### config.mk
export PLATFORM = sky130hd
export DESIGN_NAME = int_pow_engine
export DESIGN_NICKNAME = d
export VERILOG_FILES = /design/src/rtl/int_pow_pkg.sv /design/src/rtl/int_pow_engine_mul.sv /design/src/rtl/int_pow_engine.sv
export SDC_FILE = /design/constraint.sdc
export NUM_CORES = 1
export LEC_CHECK = 0
export CAP_MARGIN = 20
export CORE_UTILIZATION = 41
export DETAILED_ROUTE_END_ITERATION = 16
export GPL_ROUTABILITY_DRIVEN = 1
export PLACE_DENSITY_LB_ADDON = 0.1
export REMOVE_ABC_BUFFERS = 1
export SYNTH_ARGS = -nofsm -noshare
export SYNTH_HDL_FRONTEND = slang
export SYNTH_SLANG_ARGS = --single-unit
### constraint.sdc
create_clock -name clk -period 18.8 [get_ports clk]
set_input_delay 2.82 -clock clk [delete_from_list [all_inputs] [get_ports clk]]
set_output_delay 2.82 -clock clk [all_outputs]
set_load 0.01 [all_outputs]
### src/rtl/int_pow_pkg.sv
// Shared definitions for the iterative integer power engine:
// FSM state encoding and the default operand width.
package int_pow_pkg;

  localparam int WIDTH_DEF = 16;

  typedef enum logic [1:0] {
    IDLE = 2'd0,
    RUN  = 2'd1,
    DONE = 2'd2
  } state_t;

endpackage

### src/rtl/int_pow_engine_mul.sv
// Combinational WIDTH x WIDTH unsigned multiply: low half of the product
// plus a flag that the discarded upper half was nonzero.
module pow_mul_ovf #(
  parameter int WIDTH = 16
) (
  input  logic [WIDTH-1:0] a,
  input  logic [WIDTH-1:0] b,
  output logic [WIDTH-1:0] lo,
  output logic             hi_nz
);

  logic [2*WIDTH-1:0] prod;

  assign prod  = {{WIDTH{1'b0}}, a} * {{WIDTH{1'b0}}, b};
  assign lo    = prod[WIDTH-1:0];
  assign hi_nz = |prod[2*WIDTH-1:WIDTH];

endmodule

### src/rtl/int_pow_engine.sv
// Square-and-multiply power engine: one exponent bit per clock, saturating
// result with a sticky overflow flag, start/done handshake.
module int_pow_engine
  import int_pow_pkg::*;
#(
  parameter int WIDTH = WIDTH_DEF
) (
  input  logic             clk,
  input  logic             rst,
  input  logic             start,
  input  logic [WIDTH-1:0] base,
  input  logic [WIDTH-1:0] expo,
  output logic [WIDTH-1:0] result,
  output logic             overflow,
  output logic             busy,
  output logic             done,
  output logic [1:0]       dbg_state
);

  // Handshake: start is sampled only in IDLE; base/expo are captured on that
  // edge. done is a one-cycle pulse and result/overflow are valid with it,
  // holding afterwards until the next accepted start completes.

  state_t           state;
  logic [WIDTH-1:0] acc;
  logic [WIDTH-1:0] b_reg;
  logic [WIDTH-1:0] e_reg;
  logic             acc_ovf;
  logic             b_ovf;

  logic [WIDTH-1:0] mul_lo;
  logic             mul_hi_nz;
  logic [WIDTH-1:0] sq_lo;
  logic             sq_hi_nz;

  logic [WIDTH-1:0] acc_nx;
  logic             acc_ovf_nx;
  logic [WIDTH-1:0] e_nx;

  pow_mul_ovf #(.WIDTH(WIDTH)) u_acc_mul (
    .a     (acc),
    .b     (b_reg),
    .lo    (mul_lo),
    .hi_nz (mul_hi_nz)
  );

  pow_mul_ovf #(.WIDTH(WIDTH)) u_sq_mul (
    .a     (b_reg),
    .b     (b_reg),
    .lo    (sq_lo),
    .hi_nz (sq_hi_nz)
  );

  // A squared base that overflowed only poisons acc once it is multiplied in.
  assign acc_nx     = e_reg[0] ? mul_lo : acc;
  assign acc_ovf_nx = acc_ovf | (e_reg[0] & (mul_hi_nz | b_ovf));
  assign e_nx       = e_reg >> 1;
  assign dbg_state  = state;

  always_ff @(posedge clk or posedge rst) begin
    if (rst) begin
      state    <= IDLE;
      result   <= '0;
      overflow <= 1'b0;
      busy     <= 1'b0;
      done     <= 1'b0;
      acc      <= {{(WIDTH-1){1'b0}}, 1'b1};
      b_reg    <= '0;
      e_reg    <= '0;
      acc_ovf  <= 1'b0;
      b_ovf    <= 1'b0;
    end else begin
      case (state)
        IDLE: begin
          done <= 1'b0;
          if (start) begin
            acc     <= {{(WIDTH-1){1'b0}}, 1'b1};
            acc_ovf <= 1'b0;
            if (expo == '0) begin
              result   <= {{(WIDTH-1){1'b0}}, 1'b1};
              overflow <= 1'b0;
              done     <= 1'b1;
              state    <= DONE;
            end else begin
              b_reg <= base;
              e_reg <= expo;
              b_ovf <= 1'b0;
              busy  <= 1'b1;
              state <= RUN;
            end
          end
        end
        RUN: begin
          acc     <= acc_nx;
          acc_ovf <= acc_ovf_nx;
          b_reg   <= sq_lo;
          b_ovf   <= b_ovf | sq_hi_nz;
          e_reg   <= e_nx;
          if (e_nx == '0) begin
            result   <= acc_ovf_nx ? {WIDTH{1'b1}} : acc_nx;
            overflow <= acc_ovf_nx;
            done     <= 1'b1;
            busy     <= 1'b0;
            state    <= DONE;
          end
        end
        DONE: begin
          done  <= 1'b0;
          state <= IDLE;
        end
        default: begin
          done  <= 1'b0;
          busy  <= 1'b0;
          state <= IDLE;
        end
      endcase
    end
  end

endmodule

==> metrics <==
setup TNS 0 ps; Yosys cell types 74; row count 79; Crit. End Element flop; core area 46800 µm²; Cell Area, Synth 19500 µm²; drc violations 4; register-to-register setup slack 11380 ps; Synth warnings 0; DRT Pass-1 Iters 11; clock-pin slew on the worst setup and hold paths 70 ps; GRT Residual Overflow 0; layout cells sized above 1 4.34%; RR Endpoint result[5]; outcome finished, violations left; synth top area cells fa_1 37%, ha_1 13%, inv_1 9.0%; Worst R2R Start acc[8]; share of the synthesized area in the top cell type 37.2%; post-CTS setup buffer count 0; largest net degree at the start of global routing 58; startpoint types flop; failing checks DRC; Worst R2R Path Depth 20; Inst Count DP 2779; Tmin final 7420 ps; # IOs 56; biggest area consumer among synthesized cells fa_1; prevailing post-synth register cell dfrtp_1; period utilization 39.5%; hold_buf cts 0; Port Buf Inserts 55; CP Capture Point result[5]; final std cells w/o fill 2797; fin nets 2781; EDFF count, synth 0; Layout area overhead 7.25%; Horiz. Die Dim 220 µm; Vias/cell 5.18; Hold Vio Cnt, Final 0; Post-Route Utilization 44.7%; CP Max Fanout 18; post-route ant nets 0; worst-skew pair later-pin latency 380 ps; Die Span Y 220 µm; H-Tree Depth 3; Critical Path RT 19060 ps; Fmax achieved 0.135 GHz; gpl congestion 0.883; area of the die 48400 µm²; clock tree root driver cell clkbuf_16; sequential area share after synthesis 9.12%; Mapped Cells 2194; Via Count 14483; DP HPWL 40.2 mm; vias in the first global route 15617; CP Launch Point acc[8]; RSZ-0062 raised after global routing false; first-pass GRT wire length 83.6 mm; type of the worst setup path flop to flop; Setup-failing EPs final 0; Max-Cap Viols 0; Critical Path AT 7680 ps; mean post-synth cell area 8.88 µm²; clock skew 10.2 ps; clock sinks 71; Hold WC Path Type flop to flop; CTS buffer count 9; starting density of the core 41.7%; flops & latches, synth 71; Slew Limit Fails 0; max_slew headroom 36.1%; gr usage total 22.6%; # resized after CTS 0; Synth async-reset ratio 100%; TritonCTS clock tree done; clock buffer depth 2; WL per Instance 18.1 µm; Worst-Margin Slew 958 ps; DR iter-0 viols 725; Post-Route WL 50.5 mm; antenna violations before repair 0
==> placed cells by master (no fill, tap or decap), types with 31 or more instances in the layout <==
cell / instances
nor2_1: 49
inv_1: 468
a21oi_1: 82
ha_1: 200
clkdlybuf4s50_1: 55
and2_1: 195
xnor2_1: 32
dfrtp_1: 70
nand2_1: 266
o21ai_0: 72
buf_4: 31
fa_1: 362
==> worst min path at each step <==
stage | start | end | slack [ps] | cells after the start
floorplan | e_reg[1] | e_reg[1] | 470 | 2
global placement | busy | busy | 470 | 2
detailed placement | busy | busy | 470 | 2
CTS | busy | busy | 490 | 2
global route | busy | busy | 530 | 2
finish | busy | busy | 480 | 2
==> metal layers <==
layer | vias up | part of all wire [%] | wire (µm) | track usage (%)
li1 | 6747 | - | - | -
met1 | 7382 | 47 | 23700 | 31.8
met2 | 292 | 47 | 23700 | 36.6
met3 | 62 | 3.9 | 1950 | 2.47
met4 | 0 | 2.4 | 1200 | 6.25
met5 | - | 0 | 0 | 0
==> Yosys cell counts (all sizes together), types with 8 or more instances <==
library cell / instances
dfrtp: 70
nand2: 266
o21ai: 77
a21o: 17
a211oi: 12
fa: 362
a21oi: 95
o21a: 12
nor4: 10
nor3: 12
buf: 13
and2: 195
xor2: 13
xnor2: 32
and3: 13
ha: 200
inv: 469
mux2i: 28
nand4: 19
nor2b: 13
clkbuf: 95
nand2b: 11
nor2: 49
o21bai: 8
nand3: 14
==> critical path, cell delays in order (launching register included) <==
cell and delay, ps:
dfrtp_1 970, nand2_1 180, fa_1 550, fa_1 580, fa_1 440, fa_1 510
fa_1 430, fa_1 500, inv_1 50, ha_1 460, nand4_1 220, or4_1 560
o32a_1 170, and3_4 200, o41ai_2 270, a21oi_1 120, xor2_1 220, nand4b_4 150
o41ai_4 370, buf_6 240, a21oi_1 80
==> final cells by class <==
class,count,area [µm²]
fill,4657,25800
multi-input combinational,1546,15500
sequential,71,1780
inverter,469,1760
timing repair buffer,87,795
tap,607,759
clock buffer,9,225
clock inverter,7,77.6
antenna,1,2.50
==> per-stage QoR <==
step,instance area (µm²),worst slack (ps),hold slack [ps]
floorplan,19000,11730,471
global placement,20600,11150,473
detailed placement,20600,11010,468
CTS,20900,11000,490
global route,20900,11000,527
finish,20900,11380,484
==> cell families after synthesis <==
| logic type | count (synthesis) | synth area share [%] |
|---|---|---|
| AND/OR/NAND/NOR | 625 | 16.2 |
| buffers and inverters | 577 | 11.3 |
| adder cells (fa/ha/maj) | 562 | 50.0 |
| AO/OA/AOI/OAI | 280 | 9.54 |
| flip-flops | 71 | 9.12 |
| XOR/XNOR | 45 | 2.02 |
| multiplexers | 34 | 1.78 |
Power is left out: the tool's default activity adds up to more than one toggle a clock period on the data nets, which glitch-free logic cannot reach.
